`config.mk`:
```
export PLATFORM = sky130hd
export DESIGN_NAME = aes_inv_key_gen
export DESIGN_NICKNAME = d
export VERILOG_FILES = /design/src/rtl/aes_pkg.sv /design/src/rtl/aes_inv_key_step.sv /design/src/rtl/aes_inv_key_gen.sv
export SDC_FILE = /design/constraint.sdc
export NUM_CORES = 1
export LEC_CHECK = 0
export ABC_AREA = 1
export CELL_PAD_IN_SITES_DETAIL_PLACEMENT = 2
export CELL_PAD_IN_SITES_GLOBAL_PLACEMENT = 2
export CORE_AREA = 5 5 165 246
export CTS_CLUSTER_SIZE = 24
export DETAILED_ROUTE_END_ITERATION = 10
export DIE_AREA = 0 0 170 251
export PLACE_DENSITY = 0.8
export SLEW_MARGIN = 20
export SYNTH_ARGS = -nofsm -noshare
export SYNTH_HDL_FRONTEND = slang
export SYNTH_SLANG_ARGS = --single-unit
```
`constraint.sdc`:
```
create_clock -name clk -period 1.57 [get_ports clk]
set_clock_uncertainty 0.15 [all_clocks]
set_input_delay 0.314 -clock clk [delete_from_list [all_inputs] [get_ports clk]]
set_output_delay 0.314 -clock clk [all_outputs]
set_load 0.05 [all_outputs]
```
`src/rtl/aes_pkg.sv`:
```
// Shared AES types and constants.
// Includes the helpers used by the inverse key schedule.
package aes_pkg;

  typedef logic [7:0]   aes_byte;
  typedef logic [31:0]  aes_32;
  typedef logic [127:0] key_128;

  localparam logic [3:0] AES_NUM_ROUNDS = 4'd10;
  localparam aes_byte    RCON_LAST      = 8'h36;

  typedef enum logic [1:0] {
    KG_IDLE = 2'd0,
    KG_WALK = 2'd1,
    KG_DONE = 2'd2
  } inv_kg_state_t;

  // Undo xtime in GF(2^8); the 0x1b fold restores the dropped top bit.
  function automatic aes_byte inv_xtime(aes_byte b);
    if (!b[0]) return b >> 1;
    return ((b ^ 8'h1b) >> 1) | 8'h80;
  endfunction

endpackage

```
`src/rtl/aes_inv_key_step.sv`:
```
// One backward step of the AES-128 key schedule.
// Pure combinational; S-box lookup happens outside.
module aes_inv_key_step
  import aes_pkg::*;
(
  input  key_128  key_i,
  input  aes_32   sub_i,
  input  aes_byte rcon_i,
  output key_128  prev_o,
  output aes_32   sub_o
);

  aes_32 w_w0, w_w1, w_w2, w_w3;
  aes_32 w_p0, w_p1, w_p2, w_p3;

  assign {w_w0, w_w1, w_w2, w_w3} = key_i;

  assign w_p3 = w_w3 ^ w_w2;
  assign w_p2 = w_w2 ^ w_w1;
  assign w_p1 = w_w1 ^ w_w0;
  assign w_p0 = w_w0 ^ sub_i ^ {rcon_i, 24'h0};

  assign sub_o  = {w_p3[23:0], w_p3[31:24]};
  assign prev_o = {w_p0, w_p1, w_p2, w_p3};

endmodule

```
`src/rtl/aes_inv_key_gen.sv`:
```
// Inverse AES-128 key schedule: walks round keys 10 down to 0.
// Shares an external S-box through sub_o/sub_i.
module aes_inv_key_gen
  import aes_pkg::*;
(
  input  logic       clk,
  input  logic       nrst,
  input  logic       en,
  input  logic       load,
  input  logic       next_rnd,
  input  key_128     key_i,
  input  aes_32      sub_i,
  output aes_32      sub_o,
  output key_128     key_o,
  output logic [3:0] rnd_o,
  output logic       valid_o,
  output logic       done_o
);

  inv_kg_state_t r_state;
  key_128        r_key;
  logic [3:0]    r_rnd;
  aes_byte       r_rcon;
  key_128        w_prev;
  logic          w_step;

  aes_inv_key_step u_step (
    .key_i  (r_key),
    .sub_i  (sub_i),
    .rcon_i (r_rcon),
    .prev_o (w_prev),
    .sub_o  (sub_o)
  );

  assign w_step = next_rnd && (r_state == KG_WALK);

  always_ff @(posedge clk) begin
    if (nrst) begin
      r_state <= KG_IDLE;
      r_key   <= '0;
      r_rnd   <= '0;
      r_rcon  <= RCON_LAST;
    end else if (en) begin
      if (load) begin
        r_state <= KG_WALK;
        r_key   <= key_i;
        r_rnd   <= AES_NUM_ROUNDS;
        r_rcon  <= RCON_LAST;
      end else if (w_step) begin
        r_key   <= w_prev;
        r_rnd   <= r_rnd - 4'd1;
        r_rcon  <= inv_xtime(r_rcon);
        r_state <= (r_rnd == 4'd1) ? KG_DONE : KG_WALK;
      end
    end
  end

  assign key_o   = r_key;
  assign rnd_o   = r_rnd;
  assign valid_o = (r_state != KG_IDLE);
  assign done_o  = (r_state == KG_DONE);

endmodule

```
After elaboration in Yosys (flattened, before gate mapping)
Index checks and enable logic that the tools add are counted.
{ "word_totals": {"mem_bits_ro": 0, "n_memories": 0, "ff_bits": 142, "mem_bits_rw": 0, "latch_bits": 0} }
{ "classes": {"bitwise_logic": 6, "muxes": 16, "addsub": 1, "n_shift": 0, "multipliers": 0, "reduce_logical": 4, "order_cmp": 0, "div": 0, "eq_ne": 3} }
{ "op_table": {"columns": ["operator", "n"], "rows": [
  ["$mux W128", 2],
  ["$xor A32 B32 Y32", 5],
  ["$mux W8", 4],
  ["$mux W4", 2],
  ["$mux W2", 3],
  ["$mux W1", 5],
  ["$eq A4 B1 Y1 const B", 1],
  ["$not A4 Y4", 1],
  ["$reduce_bool A2 Y1", 2],
  ["$sub A4 B1 Y4 const B", 1],
  ["$eq A2 B1 Y1 const B", 1],
  ["$eq A2 B2 Y1 const B", 1],
  ["$reduce_and A2 Y1", 1],
  ["$logic_and A1 B1 Y1", 1]
]} }

Longest topological paths before layout
{ "logic_depth": {"depth_word": 9, "mapped_depth": 9, "ltp_nobuf": 7} }

By module
From an unflattened synthesis, not the netlist that was laid out.
{ "hier_totals": {"cells_unflattened": 1283, "hier_area_um2": 8216.6} }
{ "by_module_without_submodules": {"columns": ["module", "instances", "cells_per_inst", "area_per_inst_um2"], "rows": [
  ["aes_inv_key_gen", 1, 1059, 6625.1],
  ["aes_inv_key_step", 1, 224, 1591.5]
]} }

Worst setup path before layout
OpenSTA, ideal clock, no wires.
{ "synth_timing": {"kind": "reg2out", "from": "register r_key[56] (netlist: key_o[56])", "to": "output port sub_o[0]", "t_required_ps": 1106, "setup_slack_ps": -180, "arrival_ps": 1286, "path_buffers": 0, "path_stages_with_launch": 3, "cell_sequence": "dfxtp_1 -> or2_2 -> and2_1"} }
{ "synth_via": {"elab_chain_cells": 1} }
{ "synth_lines": {"columns": ["element", "line", "rtl"], "rows": [
  ["start, declared", "aes_inv_key_gen.sv:21", "key_128 r_key;"],
  ["start signal, assigned", "aes_inv_key_gen.sv:46", "r_key <= key_i;"],
  ["start signal, assigned", "aes_inv_key_gen.sv:50", "r_key <= w_prev;"],
  ["$xor A32 B32 Y32", "aes_inv_key_step.sv:18", "assign w_p3 = w_w3 ^ w_w2;"],
  ["end, declared", "aes_inv_key_gen.sv:13", "output aes_32 sub_o,"]
]} }
Every way passes these cells.

Worst setup path in the final report
{ "layout_timing": {"from": "register r_key[4] (netlist: key_o[4])", "to": "output port sub_o[12]"} }
The elaborated chain is that of the path after synthesis.

==> metrics.md <==
| Metric | Value |
|---|---|
| Worst path arrival time | 1.36 ns |
| CP Data Required Time | 1.11 ns |
| DP HPWL | 33.4 mm |
| Worst VDD drop | 0.428 mV |
| Max incr delay on CP | 0.35 ns |
| Final Slew Violations | 0 |
| Ys flop type | dfxtp_1 |
| Initial DRC count | 488 |
| Core Util, Final | 47.7% |
| Initial Util | 21.6% |
| Share of cells above drive strength 1 | 50.5% |
| Relative slew margins | 59.5% |
| Syn Inst Count | 1340 |
| Setup WS pre-CTS | -0.540 ns |
| Total power draw | 14.3 mW |
| Leakage power | 7.97 nW |
| Distinct cells, synth | 22 |
| Non-Filler Instances | 2329 |
| IO Count | 331 |
| Clock buffer depth | 2 |
| Row count | 88 |
| Ys async rst share | 0% |
| Startpoint Class | flip-flop |
| Congestion Overflow GR | 0 |
| FF+latch count, synth | 142 |
| Core Area | 38200 um^2 |
| Worst min path class | input port to flip-flop |
| Area occupied by multi-input gates | 6480 um^2 |
| All-layer global routing usage | 23.9% |
| Drt wl/cell | 26.9 um |
| Largest net degree at the start of global routing | 36 |
| Number of synthesized flops with an enable pin | 0 |
| Post-route cell area | 18200 um^2 |
| Final GP Congestion | 0.774 |
| Detailed Routing Iterations Pass 1 | 5 |
| Failing checks | setup timing |
| Antenna violations before repair | 19 |
| Crit-path slowest cell | dfxtp_4 |
| H-tree depth reported by CTS | 4 |
| Synth-to-layout area growth | 121% |
| Die Ht | 251 um |
| Max Fclk | 548 MHz |
| Element type at the critical path end | output pin |
| PwrDens | 783 nW/um^2 |
| Register area share after synthesis | 34.4% |
| Cell chain of the critical path | or2_4, and2_4, buf_8 |
| Final period util | 116% |
| Final WS setup | -0.256 ns |
| Clock sink total | 142 |
| Reg area | 3130 um^2 |
| Global-route wire length before repair | 78.5 mm |
| Vias in the first global route | 13100 |
| Setup CP Type | flip-flop to output pin |
| TritonCTS clock tree | done |
| Post-route ant nets | 0 |
| Root Driver | clkbuf_16 |
| Die width | 170 um |
| Final hold vios | 0 |
| Post-layout minimum cycle time | 1.83 ns |
| Worst skew pair latency | 0.45 ns |
| Syn Nets | 1507 |
| # DRC | 0 |
| DP Area | 13900 um^2 |
| Port Buffers | 330 |
| RSZ-0062 raised after global routing | yes |
| Via density | 5.06 |
| Syn Area/Cell | 6.17 um^2 |
| Max FO, Critical Path | 2 |
| Mapped Area | 8260 um^2 |
| Via count | 11800 |
| Worst-path clk slew | 0.07 ns |
| Max_cap viols | 0 |
| Fin nets | 1970 |
| Cts hold-fix bufs | 0 |
| Worst Max-Slew Pin Slew | 0.602 ns |
| Layout filler cell count | 3962 |
| Syn. warnings | 0 |
| Placed Cells | 2159 |
| DIE AREA | 42700 um^2 |
| Outcome | finished, violations left |
| Setup violations, final | 171 |
| Routed wire length | 62.7 mm |
| CTS Buf Count | 17 |
## cells in the final DEF (no fill, tap or decap), drive strengths merged
master           n
a21boi           1
a21oi          113
and2            32
buf            344
bufinv           5
clkbuf          31
clkdlybuf4s50  162
clkinv           4
clkinvlp         2
dfxtp          142
diode           19
ha               2
inv             35
nand2          575
nand3          114
nand3b           1
nor2            69
nor3             1
o211ai           4
o21ai           60
or2             93
xnor2           24
xor2             1
## report_power, final
group	internal [mW]	leakage (nW)	switching (mW)
sequential	3.79	1.23	0.380
clock	2.89	0.312	1.82
combinational	2.52	6.43	2.88
total	9.20	7.97	5.07
## worst max-delay path, delay by kind of cell (launching register included)
kind | cells | cell delay [ns]
buffers and inverters | 1 | 0.14
flip-flops | 1 | 0.35
AND/OR/NAND/NOR | 2 | 0.41
## cell usage after synthesis, types with 2 or more instances
cell	n	share of area (%)
dfxtp_1	142	34
clkbuf_1	28	1.3
and2_1	32	2.4
ha_1	2	0.30
o21ai_1	4	0.24
buf_2	38	2.3
nor2_1	69	3.1
a21oi_1	113	6.8
nand2_1	573	26
o211ai_1	4	0.36
inv_1	33	1.5
o21ai_0	56	3.4
inv_2	2	0.091
nand3_1	114	6.9
buf_4	8	0.73
or2_2	93	7.0
xnor2_1	24	2.5
## cell type report
cell class | count | area share, %
Timing Repair Buffer | 517 | 39.4
Antenna cell | 19 | 0.261
Clock buffer | 20 | 2.50
Tap cell | 495 | 3.40
Inverter | 35 | 0.734
Sequential cell | 142 | 17.2
Clock inverter | 11 | 1.04
Multi-Input combinational cell | 1090 | 35.5
## routing by layer
layer  track usage [%]  wire [um]
met2              45.5      34500
met3              2.80       1880
met1              23.3      21900
met5                 0         13
met4              17.2       4420
## timing repair
| item | in CTS | in global routing |
|---|---|---|
| pin swaps | 32 | 164 |
| endpoints found under the setup margin | 186 | 197 |
| setup buffers | 72 | 29 |
| gates resized for setup | 356 | 393 |
| gates cloned | 9 | 17 |
## metrics by stage
step	hold slack, ns	setup TNS (ns)
2_1_floorplan	0.295	0
3_3_place_gp	0.308	-48.21
3_5_place_dp	0.344	-56.51
4_1_cts	0.0742	-9.89
5_1_grt	0.124	-25.53
6_report	0.123	-15.86
## logic make-up (layout without fill, tap and decap cells)
kind of cell | after synthesis | count (layout) | synth area share [%]
and+or+nand+nor | 883 | 885 | 45.7
AOI/OAI and AO/OA | 178 | 178 | 10.9
DFF | 142 | 142 | 34.4
buffers and inverters | 110 | 583 | 6.03
xor gates and xnor gates | 25 | 25 | 2.65
adders and majority gates | 2 | 2 | 0.303
other | 0 | 19 | 0
## state kept, by name (all words and copies together) (netlist names)
| signal | cells |
|---|---|
| r_state | 2 |
| key_o | 128 |
| rnd_o | 4 |
| r_rcon | 8 |
## final timing paths
kind	start	cells after the start	to	slack (ns)
worst max-delay path	key_o[4]	3	sub_o[12]	-0.26
worst min-delay path	nrst	3	r_rcon[5]	0.12
worst max register to register	r_state[1]	8	key_o[30]	-0.19
worst min register to register	key_o[81]	2	key_o[81]	0.36
Power figures use the tool's default switching activity.
